File: src/rtl/frame_freeze_sched_pkg.sv
// Shared types and constants for the frame-freeze scheduler.
// Latency: n/a (declarations only).
// Backpressure: n/a.
package frame_freeze_pkg;

  typedef enum logic [1:0] {IDLE, ARM, HOLD, COOL} state_t;

  localparam int V_ACTIVE = 480;
  localparam int H_ACTIVE = 640;
  localparam int MAX_REQ  = 8;

  // One-hot decode sized for the largest supported requester count;
  // callers truncate to their own width.
  function automatic logic [MAX_REQ-1:0] onehot(input logic [2:0] idx);
    onehot = '0;
    onehot[idx] = 1'b1;
  endfunction

endpackage

File: src/rtl/frame_freeze_sched_if.sv
// Request/status bundle between freeze sources and the scheduler.
// Latency: n/a (wiring only).
// Backpressure: none; requests are pulses queued inside the scheduler.
// Ports: req/abort from sources; freeze_active, freeze_sel, grant, done,
// busy, pending back from the scheduler.
interface frame_freeze_sched_if #(
  parameter int N_REQ = 4
);
  localparam int SEL_W = $clog2(N_REQ);

  logic [N_REQ-1:0] req;
  logic             abort;
  logic             freeze_active;
  logic [SEL_W-1:0] freeze_sel;
  logic [N_REQ-1:0] grant;
  logic             done;
  logic             busy;
  logic [N_REQ-1:0] pending;

  modport master (
    output req, abort,
    input  freeze_active, freeze_sel, grant, done, busy, pending
  );

  modport slave (
    input  req, abort,
    output freeze_active, freeze_sel, grant, done, busy, pending
  );
endinterface

File: src/rtl/frame_freeze_sched_rr_arbiter.sv
// Round-robin pick over pending requests, searching from ptr+1 upward.
// Latency: combinational.
// Backpressure: none; the parent decides whether to take the pick.
// Ports: pend/ptr in; grant_vec (one-hot), idx, any out.
module rr_arbiter #(
  parameter int N = 4
) (
  input  logic [N-1:0]         pend,
  input  logic [$clog2(N)-1:0] ptr,
  output logic [N-1:0]         grant_vec,
  output logic [$clog2(N)-1:0] idx,
  output logic                 any
);
  import frame_freeze_pkg::*;

  localparam int IW = $clog2(N);

  logic [IW-1:0] j;

  always_comb begin
    any = 1'b0;
    idx = '0;
    j   = '0;
    // Walk ptr+1, ptr+2, ... ptr (wrapping); the first set bit wins.
    for (int i = 1; i <= N; i++) begin
      j = IW'((int'(ptr) + i) % N);
      if (!any && pend[j]) begin
        any = 1'b1;
        idx = j;
      end
    end
    grant_vec = any ? N'(onehot(3'(idx))) : '0;
  end

endmodule

File: src/rtl/frame_freeze_sched.sv
// Grants freeze requests one at a time (round-robin), aligns each freeze to
// frame starts, holds HOLD_FRAMES active frames, then cools COOL_FRAMES frames.
// Latency: req -> grant 2 cycles; freeze_active rises 1 cycle after frame start.
// Backpressure: none; requests queue as sticky pending bits and are never refused.
// Ports: vga_pclk, reset (async, active-high), y_pixel, bus (slave side).
module frame_freeze_sched #(
  parameter int N_REQ       = 4,
  parameter int HOLD_FRAMES = 240,
  parameter int COOL_FRAMES = 30,
  parameter int V_ACTIVE    = 480
) (
  input  logic       vga_pclk,
  input  logic       reset,
  input  logic [9:0] y_pixel,
  frame_freeze_sched_if.slave bus
);
  import frame_freeze_pkg::*;

  localparam int SEL_W   = $clog2(N_REQ);
  localparam int CNT_MAX = (HOLD_FRAMES > COOL_FRAMES) ? HOLD_FRAMES : COOL_FRAMES;
  localparam int CW      = $clog2(CNT_MAX + 1);
  localparam logic [CW-1:0] HOLD_LAST = CW'(HOLD_FRAMES - 1);
  localparam logic [CW-1:0] COOL_LAST = CW'((COOL_FRAMES > 0) ? COOL_FRAMES - 1 : 0);
  // With no cooldown a finished or aborted freeze drops straight to IDLE.
  localparam state_t EXIT_ST = (COOL_FRAMES == 0) ? IDLE : COOL;

  state_t           state, state_nxt;
  logic [CW-1:0]    cnt, cnt_nxt;
  logic [N_REQ-1:0] pend, arb_vec, grant_nxt, grant_r;
  logic [SEL_W-1:0] ptr, arb_idx, sel_r;
  logic             arb_any, take;
  logic             fa_r, fa_nxt, done_r, done_nxt;
  logic             yen, yen_d, fs;

  // yen_d resets to 1 so releasing reset inside the active area cannot
  // look like a blank-to-active transition.
  assign yen = (y_pixel < 10'(V_ACTIVE));
  assign fs  = yen & ~yen_d;

  rr_arbiter #(.N(N_REQ)) u_arb (
    .pend      (pend),
    .ptr       (ptr),
    .grant_vec (arb_vec),
    .idx       (arb_idx),
    .any       (arb_any)
  );

  assign take      = (state == IDLE) && arb_any;
  assign grant_nxt = take ? arb_vec : '0;

  always_comb begin
    state_nxt = state;
    cnt_nxt   = cnt;
    fa_nxt    = fa_r;
    done_nxt  = 1'b0;
    unique case (state)
      IDLE: if (take) state_nxt = ARM;
      ARM: begin
        // abort outranks a coincident frame start: the freeze never shows.
        if (bus.abort) begin
          done_nxt  = 1'b1;
          cnt_nxt   = '0;
          state_nxt = EXIT_ST;
        end else if (fs) begin
          fa_nxt    = 1'b1;
          cnt_nxt   = '0;
          state_nxt = HOLD;
        end
      end
      HOLD: begin
        if (bus.abort || (fs && cnt == HOLD_LAST)) begin
          fa_nxt    = 1'b0;
          done_nxt  = 1'b1;
          cnt_nxt   = '0;
          state_nxt = EXIT_ST;
        end else if (fs) begin
          cnt_nxt = cnt + CW'(1);
        end
      end
      COOL: begin
        if (fs) begin
          if (cnt == COOL_LAST) begin
            cnt_nxt   = '0;
            state_nxt = IDLE;
          end else begin
            cnt_nxt = cnt + CW'(1);
          end
        end
      end
      default: state_nxt = IDLE;
    endcase
  end

  always_ff @(posedge vga_pclk or posedge reset) begin
    if (reset) begin
      state   <= IDLE;
      cnt     <= '0;
      pend    <= '0;
      ptr     <= '0;
      sel_r   <= '0;
      grant_r <= '0;
      fa_r    <= 1'b0;
      done_r  <= 1'b0;
      yen_d   <= 1'b1;
    end else begin
      state   <= state_nxt;
      cnt     <= cnt_nxt;
      pend    <= (pend | bus.req) & ~grant_nxt;
      grant_r <= grant_nxt;
      fa_r    <= fa_nxt;
      done_r  <= done_nxt;
      yen_d   <= yen;
      if (take) begin
        sel_r <= arb_idx;
        ptr   <= arb_idx;
      end
    end
  end

  assign bus.freeze_active = fa_r;
  assign bus.freeze_sel    = sel_r;
  assign bus.grant         = grant_r;
  assign bus.done          = done_r;
  assign bus.busy          = (state != IDLE);
  assign bus.pending       = pend;

endmodule
File: src/flat_wrapper.sv
// flat-port wrapper written by rule: the top's interface ports become plain ports
module frame_freeze_sched_flat import frame_freeze_pkg::*;
#(
  parameter int N_REQ       = 4,
  parameter int HOLD_FRAMES = 240,
  parameter int COOL_FRAMES = 30,
  parameter int V_ACTIVE    = 480
)
  (vga_pclk, reset, y_pixel, bus_req, bus_abort, bus_freeze_active, bus_freeze_sel, bus_grant, bus_done, bus_busy, bus_pending);
  frame_freeze_sched_if #(.N_REQ(N_REQ)) bus_i ();
  input  logic vga_pclk;
  input  logic reset;
  input  logic [9:0] y_pixel;
  input wire logic [$bits(bus_i.req)-1:0] bus_req;
  input wire logic [$bits(bus_i.abort)-1:0] bus_abort;
  output wire logic [$bits(bus_i.freeze_active)-1:0] bus_freeze_active;
  output wire logic [$bits(bus_i.freeze_sel)-1:0] bus_freeze_sel;
  output wire logic [$bits(bus_i.grant)-1:0] bus_grant;
  output wire logic [$bits(bus_i.done)-1:0] bus_done;
  output wire logic [$bits(bus_i.busy)-1:0] bus_busy;
  output wire logic [$bits(bus_i.pending)-1:0] bus_pending;
  assign bus_i.req = bus_req;
  assign bus_i.abort = bus_abort;
  assign bus_freeze_active = bus_i.freeze_active;
  assign bus_freeze_sel = bus_i.freeze_sel;
  assign bus_grant = bus_i.grant;
  assign bus_done = bus_i.done;
  assign bus_busy = bus_i.busy;
  assign bus_pending = bus_i.pending;
  frame_freeze_sched #(.N_REQ(N_REQ), .HOLD_FRAMES(HOLD_FRAMES), .COOL_FRAMES(COOL_FRAMES), .V_ACTIVE(V_ACTIVE)) u_core (.vga_pclk(vga_pclk), .reset(reset), .y_pixel(y_pixel), .bus(bus_i));
endmodule
File: config.mk
export PLATFORM = sky130hd
export DESIGN_NAME = frame_freeze_sched_flat
export DESIGN_NICKNAME = d
export VERILOG_FILES = /design/src/rtl/frame_freeze_sched_pkg.sv /design/src/rtl/frame_freeze_sched_if.sv /design/src/rtl/frame_freeze_sched_rr_arbiter.sv /design/src/rtl/frame_freeze_sched.sv /design/src/flat_wrapper.sv
export SDC_FILE = /design/constraint.sdc
export NUM_CORES = 1
export LEC_CHECK = 0
export CAP_MARGIN = 20
export CORE_MARGIN = 1.5
export CORE_UTILIZATION = 30
export CTS_BUF_LIST = sky130_fd_sc_hd__clkbuf_4 sky130_fd_sc_hd__clkbuf_8 sky130_fd_sc_hd__clkbuf_16
export CTS_CLUSTER_SIZE = 10
export DETAILED_ROUTE_END_ITERATION = 16
export PLACE_DENSITY = 0.6
export SKIP_LAST_GASP = 1
export SLEW_MARGIN = 25
export SYNTH_ARGS = -nofsm -noshare
export SYNTH_HDL_FRONTEND = slang
export SYNTH_SLANG_ARGS = --single-unit
export TNS_END_PERCENT = 5
File: constraint.sdc
create_clock -name vga_pclk -period 2.4 [get_ports vga_pclk]
set_clock_uncertainty 0.15 [all_clocks]
set_input_delay 0.72 -clock vga_pclk [delete_from_list [all_inputs] [get_ports vga_pclk]]
set_output_delay 0.72 -clock vga_pclk [all_outputs]
set_load 0.1 [all_outputs]
==> flow_summary.ini <==
[timing]
rsz0062_at_grt = true
fin_ws_ns = 0.03907
timing.fmax_mhz = 423.6
finalHoldViolations = 0
drv_slew = 0
finalSetupViolCount = 0
period_share_pct = 98.37
tns_ns = 0
finalCriticalPeriod_ns = 2.361
max_slew_margin_pct = 70.99
tightestPinTransition_ns = 0.4346

[logic_synthesis]
netlist_instances = 130
synth_warnings = 0
ys_ff_latch = 23
synth.top_cell.area_share_pct = 43.14
yosysUniqueCellTypes = 41
syn_area_um2 = 1276
synthTopCellsByArea = dfrtp_1 43%, ha_1 6.9%, nor2_1 5.3%, nand2_1 4.1%, o21ai_0 3.1%
ys_seq_area_share_pct = 45.20
synth_area_per_cell_um2 = 9.817
synth_top_area_cell = dfrtp_1
ys.flop_type = dfrtp_1
async_flop_share_pct = 100.0
synth_edf_count = 0
syn-num-nets = 154

[critical_path]
startpoint_type = input port
worstSetupPathType = in -> reg
crit_required_ns = 2.45
setup.worst_path.end_class = flop
worstPathCellList = clkdlybuf4s50_1, a41o_1, inv_2, a41oi_2, a22oi_2, or4_1, nand3_1
crit_slowest_cell = or4_1
crit_buf_inv = 2
cp.arrival_ns = 2.41
crit_family = compound AO/OA/AOI/OAI gates
slowest_delay_ns = 0.49
critPathMaxFanout = 5

[die]
die_h_um = 68.23
io_pins = 30
coreArea_um2 = 4058
placementRows = 23
die_area_um2 = 4655
start_util_pct = 31.45
dieWidth_um = 68.23

[layout]
layout-drive-gt1-share_pct = 26.63
fillers = 386
diodes = 0
synthToLayoutAreaGrowth_pct = 39.12
nets = 194
post-route-util_pct = 43.76
post-route-cell-area_um2 = 1775

[cts]
cts_sinks = 23
ctsRootBufferMaster = clkbuf_8
cts_tree = yes
cts_made_buffers = 3
clk_pin_slew_ns = 0.08
cts_max_path_buffers = 2
clk_latency_ns = 0.26
hold_buffers = 0
htree_num_levels = 1

[global_routing]
first_global_vias = 1036
grt_util_met2_pct = 24.03
antenna_found_initial = 0
track_usage_pct = 12.91
grt_start_max_net_pins = 15
grt_use_met3_pct = 1.974
grt.busiest_layer = met2
grt_pass1_wl_um = 4533
grt_remaining_overflow = 0
grt.met1_usage_pct = 15.13

[placed_design]
gp_congestion = 0.8009
portBuffers = 24
dp_hpwl_um = 2238
placed_cell_area_um2 = 1722
pre_cts_ws_ns = -0.2966

[route]
firstDrtPassIters = 4
routed_wl_um = 2861
postRouteAntennaNets = 0
drt_iter0_markers = 52
num_vias = 1108
drc = 0
wire_per_inst_um = 13.06
vias_per_cell = 5.059

[hold_path]
hold_class = reg -> reg

[job]
maxCapViolCount = 0

[status]
status = complete, no violations
[synthesized netlist by cell type (2+ instances only)]
cell type and count:
a22o_1 4, nand3_1 5, o31ai_1 2, or2_2 3, nand2b_1 2, a21o_2 2, nand2_1 14, ha_1 7
inv_1 7, a21o_1 2, o21ai_0 8, nor2b_1 4, nor2_1 18, a21oi_1 4, dfrtp_1 22
[worst paths after layout]
kind / start / end / slack [ns] / depth (start not counted)
max: y_pixel[5] / u_core.cnt[7]$_DFFE_PP0P_ / 0.04 / 7
min in group asynchronous: reset / u_core.cnt[6]$_DFFE_PP0P_ / 0.61 / 2
max reg2reg: u_core.cnt[1]$_DFFE_PP0P_ / u_core.state[1]$_DFFE_PP0P_ / 0.21 / 7
max in group asynchronous: reset / u_core.ptr[0]$_DFFE_PP0P_ / 1.07 / 3
min reg2reg: u_core.bus.freeze_active$_DFFE_PP0P_ / u_core.bus.freeze_active$_DFFE_PP0P_ / 0.36 / 2
min: u_core.bus.freeze_active$_DFFE_PP0P_ / u_core.bus.freeze_active$_DFFE_PP0P_ / 0.36 / 2
[final cells by class]
type / instances / area (µm²) / share of cell area [%]
repair buffers: 35 / 390.4 / 21.99
flip-flops and latches: 23 / 576.8 / 32.49
clock buffers: 3 / 41.29 / 2.326
well taps: 50 / 62.56 / 3.524
clock inverters: 1 / 5.005 / 0.2819
multi-input cells: 100 / 673.1 / 37.91
inverters: 7 / 26.28 / 1.480
[worst reg2reg max path, cell delays in order (launching register included)]
cell and delay (ns):
dfrtp_1 0.40, inv_1 0.08, ha_1 0.19, nand2b_4 0.05, or4_4 0.50, a22o_4 0.27, nor2_4 0.11, mux2_2 0.33
[cells in the final DEF, fill, tap and decap left out, drive strengths merged, types with 3 or more instances in the layout]
cell type and count:
buf 24, dfrtp 22, nor2 19, nand2 14, clkdlybuf4s50 11, o21ai 8
ha 7, inv 7, nand3 5, a21oi 5, a22o 5, nor2b 4
a21o 4, or2 3, clkbuf 3, nand2b 3
[cell families after synthesis]
family,synth area share (%)
AOI/OAI and AO/OA,20.20
adders and majority gates,6.862
buffers and inverters,2.059
DFF,45.20
muxes,1.667
and+or+nand+nor,24.02
[what timing repair did]
action,4_1_cts,5_1_grt
pin swaps,1,2
endpoints found under the setup margin,2,7
buffers inserted,1,0
resized for setup,0,1
[layer usage]
layer	share of wire [%]	vias up	routed length, µm
li1	-	543	-
met1	43	537	1243
met2	52	26	1490
met3	3.9	2	111
met4	0.52	0	15
met5	0	-	0
[sequential cells by signal, summed over array words and instances (netlist names)]
signal                    count
u_core.ptr                    2
u_core.yen_d                  1
u_core.bus.grant              4
u_core.bus.pending            4
u_core.bus.done               1
u_core.bus.freeze_active      1
u_core.cnt                    8
u_core.state                  2
[metrics by stage]
stage               instances  hold WS [ns]
floorplan                 130        0.3495
global route              219        0.4333
global placement          214        0.3420
detailed placement        214        0.3471
finish                    219        0.3640
CTS                       219        0.3670
Power is not shown: default switching activity piles up to over one toggle a cycle in this logic, so the estimate is an artifact.
